## src/rtl/tag_array_pkg.sv

```systemverilog
// Shared types for the tag-array initiator and the multi-way compare logic.
// A tag word is {valid, tag}; tag_hit() is the single definition of a match.
package tag_array_pkg;

  localparam int TAG_W = 9;

  typedef enum logic [1:0] {
    INIT  = 2'd0,
    IDLE  = 2'd1,
    FLUSH = 2'd2
  } tag_state_e;

  typedef struct packed {
    logic             valid;
    logic [TAG_W-1:0] tag;
  } tag_word_t;

  function automatic logic tag_hit(input tag_word_t w, input logic [TAG_W-1:0] tag);
    return w.valid && (w.tag == tag);
  endfunction

endpackage

```

## src/rtl/tag_array_ctrl.sv

```systemverilog
// Single-way tag-array initiator: arbitrates flush/refill/lookup onto one RAM port,
// sweeps the array invalid after reset and on flush, and returns 1-cycle lookup results.
//
// state | meaning
// INIT  | post-reset sweep writing {0,'0} to every set
// IDLE  | serving flush start, refill and lookup (fixed priority in that order)
// FLUSH | explicit invalidation sweep, ack pulsed the cycle after the last set
module tag_array_ctrl
  import tag_array_pkg::*;
#(
  parameter int ADDR_WIDTH = 5,
  parameter int TAG_WIDTH  = TAG_W
) (
  input  logic                  clk,
  input  logic                  rst_n,
  input  logic                  lookup_req_i,
  output logic                  lookup_gnt_o,
  input  logic [ADDR_WIDTH-1:0] lookup_set_i,
  input  logic [TAG_WIDTH-1:0]  lookup_tag_i,
  output logic                  lookup_rvalid_o,
  output logic                  lookup_hit_o,
  input  logic                  refill_req_i,
  output logic                  refill_gnt_o,
  input  logic [ADDR_WIDTH-1:0] refill_set_i,
  input  logic [TAG_WIDTH-1:0]  refill_tag_i,
  input  logic                  flush_req_i,
  output logic                  flush_ack_o,
  output logic                  busy_o,
  output logic                  tag_req_o,
  output logic                  tag_write_o,
  output logic [ADDR_WIDTH-1:0] tag_addr_o,
  output logic [TAG_WIDTH:0]    tag_wdata_o,
  input  logic [TAG_WIDTH:0]    tag_rdata_i
);

  tag_state_e            state, state_nxt;
  logic [ADDR_WIDTH:0]   cnt, cnt_nxt, cnt_inc;
  logic                  sweep_done;
  logic                  flush_start;
  logic                  ack_set;
  logic                  rvalid_q;
  logic                  ack_q;
  logic [TAG_WIDTH-1:0]  tag_q;
  tag_word_t             rd_word;

  // The extra counter bit flags the last set without comparing against a wrapped value.
  assign cnt_inc    = cnt + (ADDR_WIDTH+1)'(1);
  assign sweep_done = cnt_inc[ADDR_WIDTH];

  // Hold off while a result is in flight, and in the ack cycle while the requester still holds req.
  assign flush_start  = (state == IDLE) && flush_req_i && !rvalid_q && !ack_q;
  assign refill_gnt_o = (state == IDLE) && refill_req_i && !flush_start;
  assign lookup_gnt_o = (state == IDLE) && lookup_req_i && !refill_req_i && !flush_start;

  assign busy_o          = (state != IDLE);
  assign flush_ack_o     = ack_q;
  assign lookup_rvalid_o = rvalid_q;

  always_comb begin
    rd_word.valid = tag_rdata_i[TAG_WIDTH];
    rd_word.tag   = TAG_W'(tag_rdata_i[TAG_WIDTH-1:0]);
    lookup_hit_o  = rvalid_q && tag_hit(rd_word, TAG_W'(tag_q));
  end

  always_comb begin
    state_nxt   = state;
    cnt_nxt     = cnt;
    ack_set     = 1'b0;
    tag_req_o   = 1'b0;
    tag_write_o = 1'b0;
    tag_addr_o  = cnt[ADDR_WIDTH-1:0];
    tag_wdata_o = '0;
    case (state)
      INIT, FLUSH: begin
        tag_req_o   = 1'b1;
        tag_write_o = 1'b1;
        cnt_nxt     = cnt_inc;
        if (sweep_done) begin
          state_nxt = IDLE;
          cnt_nxt   = '0;
          ack_set   = (state == FLUSH);
        end
      end
      IDLE: begin
        if (flush_start) begin
          // Set 0 is written in the start cycle so the sweep takes exactly 2**ADDR_WIDTH cycles.
          tag_req_o   = 1'b1;
          tag_write_o = 1'b1;
          cnt_nxt     = cnt_inc;
          state_nxt   = FLUSH;
        end else if (refill_gnt_o) begin
          tag_req_o   = 1'b1;
          tag_write_o = 1'b1;
          tag_addr_o  = refill_set_i;
          tag_wdata_o = {1'b1, refill_tag_i};
        end else if (lookup_gnt_o) begin
          tag_req_o  = 1'b1;
          tag_addr_o = lookup_set_i;
        end
      end
      default: begin
        state_nxt = INIT;
        cnt_nxt   = '0;
      end
    endcase
  end

  always_ff @(posedge clk or negedge rst_n) begin
    if (!rst_n) begin
      state    <= INIT;
      cnt      <= '0;
      rvalid_q <= 1'b0;
      ack_q    <= 1'b0;
      tag_q    <= '0;
    end else begin
      state    <= state_nxt;
      cnt      <= cnt_nxt;
      rvalid_q <= lookup_gnt_o;
      ack_q    <= ack_set;
      if (lookup_gnt_o) tag_q <= lookup_tag_i;
    end
  end

  flush_req_held_a: assert property (@(posedge clk) disable iff (!rst_n)
    (flush_req_i && !ack_q) |=> flush_req_i);

endmodule

```

## config.mk

```make
export PLATFORM = sky130hd
export DESIGN_NAME = tag_array_ctrl
export DESIGN_NICKNAME = d
export VERILOG_FILES = /design/src/rtl/tag_array_pkg.sv /design/src/rtl/tag_array_ctrl.sv
export SDC_FILE = /design/constraint.sdc
export NUM_CORES = 1
export LEC_CHECK = 0
export ABC_AREA = 0
export CORE_ASPECT_RATIO = 1.5
export CORE_UTILIZATION = 36
export DETAILED_ROUTE_END_ITERATION = 8
export PLACE_DENSITY_LB_ADDON = 0.3
export SLEW_MARGIN = 30
export SYNTH_ARGS = -nofsm -noshare
export SYNTH_HDL_FRONTEND = slang
export SYNTH_SLANG_ARGS = --single-unit
export TNS_END_PERCENT = 10
```

## constraint.sdc

```tcl
create_clock -name clk -period 1.65 [get_ports clk]
set_input_delay 0.33 -clock clk [delete_from_list [all_inputs] [get_ports clk]]
set_output_delay 0.33 -clock clk [all_outputs]
set_load 0.01 [all_outputs]
```

==> impl_metrics.yaml, run 1 <==
layout:
  syn2layout_area_growth_pct: 87.5
  fin_cells: 276
  final_nets: 279
  final_common_cell: "clkdlybuf4s50_1"
  multi_input_area_um2: 860
  post-route-cell-area_um2: 2390
  num_antenna_cells: 0
  nFillCells: 243
  drive_gt1_share_pct: 41.9
  seq_area_um2: 475
  mostFrequentLayoutCells: "40 x clkdlybuf4s50_1, 33 x buf_4, 19 x dfrtp_1, 14 x buf_6, 12 x nor2_1"
drt:
  dr_total_vias: 1403
  drt_wl_total_mm: 4.33
  viasPerCell: 5.08
  wl_per_cell_um: 15.7
  ant_nets: 0
  drt_pass1_iterations: 4
  drt_iter0_markers: 24
  drc: 0
timing:
  maxSlewHeadroom_pct: 74.2
  tns_ps: -7850
  fin_ws_ps: -454
  drv_slew: 0
  rsz0062_at_grt: "yes"
  finalHoldViolations: 0
  worst_slew_pin_slew_ps: 382
  setup_violations: 30
  finClkSkew_ps: 3.52
  min_period_ps: 2100
  clock.fmax_mhz: 475
  fin_crit_sh_pct: 128
worst_setup_path:
  crit_required_ps: 1320
  crit_slowest_cell: "or3b_4"
  max_stage_delay_ps: 460
  critPathCaptureType: "output port"
  crit_path_start_kind: "register"
  r2r_cells: 7
  crit_chain: "or3b_4 -> buf_6 -> a41oi_2 -> nor2_1 -> a211oi_2 -> buf_2"
  crit_arrival_ps: 1770
  path_class: "reg2out"
  crit_fanout: 5
clocking:
  clockBufferDepth: 2
  clock_sinks: 19
  clk_transition_reported_paths_ps: 70
  htreeDepth: 1
  cts_tree: "built"
  cts_made_buffers: 3
  cts-root-buf: "clkbuf_8"
  clock_latency_ps: 250
power:
  worst_ir_drop_vdd_mv: 0.681
  internal-power_mw: 1.63
  pwr-share-seq_pct: 29.8
  clkPwrFrac_pct: 12.6
  powerDensity_nw_per_um2: 1060
  p_switching_uw: 915
  leakagePower_nw: 1.09
  swShare_pct: 36.0
  comb_power_share_pct: 57.6
global_routing:
  antenna_found_initial: 0
  grt_max_degree: 20
  grt_pass1_wl_mm: 6.31
  track_usage_pct: 21.8
  gr-total-overflow: 0
  grt_pass1_vias: 1426
yosys:
  yosys.cell_types.count: 38
  dominantRegCellSynth: "dfrtp_1"
  seq_area_frac_synth_pct: 37.2
  syn_area_um2: 1280
  synth_top_cells_by_area: "dfrtp_1 37%, mux2_4 9.4%, xnor2_1 8.2%"
  postSynthAreaPerCell_um2: 9.75
  async_flop_share_pct: 100
  synth-edff-count: 0
  synth_top_area_share_pct: 37.2
  yosysTopAreaCell: "dfrtp_1"
  ys_warn_count: 0
  postSynthCellCount: 131
  synth-seq-cells: 19
  synth.net_count: 175
placement:
  dpl_cell_area_um2: 2180
  dp.cells: 260
  dp_hpwl_mm: 2.97
  io_buffers: 65
  post-place-ws_ps: -1030
  place_congestion: 0.827
floorplanning:
  std_cell_rows: 26
  die_w_um: 50.6
  initial_core_util_pct: 37.8
  dieHeight_um: 75.0
  core_um2: 3380
  dieArea_um2: 3800
  io_pins: 66
job:
  maxCapViolCount: 0
outcome:
  violations: "setup timing"
  status: "complete, but fails checks"
min_path:
  hold_class: "in2async"
## worst paths after layout
check                                     startpoint                   end  slack, ps
min in group clk                tag_q[2]$_DFFE_PN0P_  tag_q[2]$_DFFE_PN0P_        540
max reg2reg                lookup_rvalid_o$_DFF_PN0_  tag_q[6]$_DFFE_PN0P_       -170
min reg2reg                     tag_q[2]$_DFFE_PN0P_  tag_q[2]$_DFFE_PN0P_        540
max                        lookup_rvalid_o$_DFF_PN0_         tag_addr_o[4]       -450
max in group asynchronous                      rst_n    cnt[1]$_DFFE_PN0P_       1030
min                                            rst_n  tag_q[5]$_DFFE_PN0P_        410
## sequential cells by signal, summed over array words and instances (netlist names)
register	count
cnt	6
flush_ack_o	1
lookup_rvalid_o	1
state	2
tag_q	9
## synthesized netlist by cell type (4+ instances only)
| cell | instances |
|---|---|
| mux2_4 | 8 |
| nand2_1 | 5 |
| nor2_1 | 12 |
| nor3_1 | 5 |
| inv_1 | 4 |
| and2_1 | 10 |
| xnor2_1 | 12 |
| o21ai_0 | 10 |
| nor2b_1 | 4 |
| dfrtp_1 | 19 |
| a22oi_1 | 4 |
## power by group through the flow
stage	registers [mW]	logic [mW]	clock network [mW]
floorplan	0.777	0.729	0
global placement	0.751	1.36	0
detailed placement	0.751	1.38	0
CTS	0.751	1.40	0.332
global route	0.776	1.58	0.347
finish	0.757	1.46	0.320
## cell type report
type                            count  share of cell area (%)
Tap cell                           42                    2.19
Clock buffer                        4                    1.88
Sequential cell                    19                    19.9
Inverter                            4                   0.627
Timing Repair Buffer              104                    39.6
Multi-Input combinational cell    103                    35.9
## metal layers
layer  vias up  share of wire, %  GRT usage [%]
met3        12               3.9           2.42
li1        669                 -              -
met5         -                 0              0
met2        58                56           44.0
met4         0               2.9           8.33
met1       664                37           22.4
## kinds of logic (layout without fill, tap and decap cells)
| logic type | count (synthesis) | in the layout | synth area share, % |
|---|---|---|---|
| compound gates | 26 | 26 | 13.5 |
| xor+xnor | 13 | 13 | 8.91 |
| fa+ha+maj | 1 | 1 | 0.979 |
| buf+inv | 11 | 112 | 5.68 |
| flops | 19 | 19 | 37.2 |
| mux | 9 | 9 | 10.3 |
| simple gates | 52 | 54 | 23.4 |
## through the flow
stage	total power [mW]	hold slack, ps	util (%)
2_1_floorplan	1.51	34.4	-
3_3_place_gp	2.11	515	64.3
3_5_place_dp	2.13	519	64.3
4_1_cts	2.48	415	68.8
5_1_grt	2.70	445	70.8
6_report	2.54	411	70.8
## repair_timing
action	in CTS	in global routing
hold buffers	0	0
setup buffers	7	3
cloned	1	1
gates resized for setup	115	9
setup endpoints to repair	33	32
pin swaps	21	9
## critical path: cells and delay by family, from the launching register on
kind	cells	cell delay, ps
buffers and inverters	2	310
DFF	1	400
and+or+nand+nor	2	540
AOI/OAI and AO/OA	2	270
Note: power is estimated with default switching activity, not from simulation.
==> run 2: changes to the inputs <==
Settings changed: CORE_MARGIN set to 2.
==> impl_metrics.yaml, run 2 (synthesis gave the netlist of run 1 again) <==
layout:
  num_antenna_cells: 0
  largest_register_ffs: 9
  drive_gt1_share_pct: 39.9
  syn2layout_area_growth_pct: 78.7
  nFillCells: 281
  post-route-cell-area_um2: 2280
  largest-register: "tag_q"
  mostFrequentLayoutCells: "40 x clkdlybuf4s50_1, 24 x buf_4, 19 x dfrtp_1"
  final_common_cell: "clkdlybuf4s50_1"
  final_nets: 268
  top_regs: "tag_q x9, cnt x6, state x2"
clocking:
  clk_transition_reported_paths_ps: 70
  clockBufferDepth: 2
  cts-root-buf: "clkbuf_8"
  clock_sinks: 19
  hold_buffers: 0
  htreeDepth: 1
  clock_latency_ps: 250
  cts_made_buffers: 3
  cts_tree: "built"
global_routing:
  track_usage_pct: 18.9
  gr-total-overflow: 0
  antenna_found_initial: 0
  grt_pass1_vias: 1364
  grt_max_degree: 20
  grt_pass1_wl_mm: 5.96
worst_setup_path:
  critPathTopFamily: "simple AND/OR/NAND/NOR gates"
  crit_chain: "or3b_4 -> buf_6 -> a41oi_2 -> nor2_1 -> a211oi_2 -> buf_2"
  crit_path_start_kind: "register"
  crit_fanout: 7
  max_stage_delay_ps: 470
  r2r-start: "state[1]$_DFFE_PN0P_"
  path_class: "reg2out"
  cp.buffers_inverters: 2
  crit_start: "lookup_rvalid_o$_DFF_PN0_"
  crit_slowest_cell: "or3b_4"
  crit_arrival_ps: 1780
  critPathCaptureType: "output port"
  crit_required_ps: 1320
floorplanning:
  core_um2: 3420
  std_cell_rows: 26
  io_pins: 66
  dieArea_um2: 4050
  dieHeight_um: 77.0
  initial_core_util_pct: 37.4
  die_w_um: 52.6
drt:
  dr_total_vias: 1334
  drc: 0
  wl_per_cell_um: 14.6
  drt_wl_total_mm: 3.87
  ant_nets: 0
  drt_pass1_iterations: 4
  drt_iter0_markers: 24
  viasPerCell: 5.03
placement:
  dpl_cell_area_um2: 2150
  io_buffers: 65
  dp_hpwl_mm: 2.94
  place_congestion: 0.923
  post-place-ws_ps: -1070
timing:
  rsz0062_at_grt: "yes"
  setup_violations: 29
  fin_ws_ps: -458
  finClkSkew_ps: 3.11
  drv_slew: 0
  maxSlewHeadroom_pct: 74.8
  fin_crit_sh_pct: 128
  tns_ps: -6350
  clock.fmax_mhz: 474
  hold_slack_ps: 407
  min_period_ps: 2110
  worst_slew_pin_slew_ps: 374
  finalHoldViolations: 0
outcome:
  status: "complete, but fails checks"
  violations: "setup timing"
power:
  leakagePower_nw: 1.03
  worst_ir_drop_vdd_mv: 0.662
  p_total_mw: 2.45
  powerDensity_nw_per_um2: 1070
job:
  maxCapViolCount: 0
min_path:
  hold_class: "in2async"
[run 2: worst paths after layout]
| path | end | slack [ps] | cells after the start |
|---|---|---|---|
| min in group clk | tag_q[4]$_DFFE_PN0P_ | 540 | 1 |
| min | tag_q[1]$_DFFE_PN0P_ | 410 | 2 |
| max reg2reg | tag_q[7]$_DFFE_PN0P_ | -80 | 7 |
| max in group asynchronous | tag_q[3]$_DFFE_PN0P_ | 1040 | 2 |
| max | tag_addr_o[4] | -460 | 6 |
| min reg2reg | tag_q[4]$_DFFE_PN0P_ | 540 | 1 |
[run 2: repair_timing]
item / CTS / global route
resized for setup: 112 / 9
cloned: 1 / 0
setup buffers: 4 / 0
pin swaps: 18 / 5
setup endpoints to repair: 33 / 35
endpoints found under the hold margin: 0 / 0
[run 2: stage by stage]
stage               util, %  instances
floorplan                 -        131
global placement       62.8        256
detailed placement     62.8        256
CTS                    66.6        265
global route           66.8        265
finish                 66.8        265
[run 2: power breakdown]
| part | switching [mW] | internal, mW | total (mW) | leakage (nW) |
|---|---|---|---|---|
| clock network | 0.151 | 0.171 | 0.322 | 0.0228 |
| registers | 0.123 | 0.633 | 0.756 | 0.247 |
| logic | 0.595 | 0.777 | 1.37 | 0.758 |
| total | 0.869 | 1.58 | 2.45 | 1.03 |
[run 2: layout make-up]
type | count | area (um^2) | area share (%)
Clock buffer | 4 | 45.0 | 1.97
Inverter | 4 | 15.0 | 0.658
Multi-Input combinational cell | 102 | 840 | 36.8
Sequential cell | 19 | 475 | 20.8
Tap cell | 42 | 52.6 | 2.30
Timing Repair Buffer | 94 | 856 | 37.5
[run 2: layer usage]
| layer | track usage [%] | vias up | wire length, um |
|---|---|---|---|
| met3 | 1.95 | 2 | 177 |
| met1 | 20.7 | 639 | 1480 |
| met4 | 2.82 | 0 | 21 |
| li1 | - | 647 | - |
| met2 | 37.3 | 46 | 2190 |
| met5 | 0 | - | 0 |
==> run 3: changes to the inputs <==
Settings changed: ABC_CLOCK_PERIOD_IN_PS set to 1650.
==> results of run 3 <==
The final DEF is identical to that of run 2; final timing and power are the same.
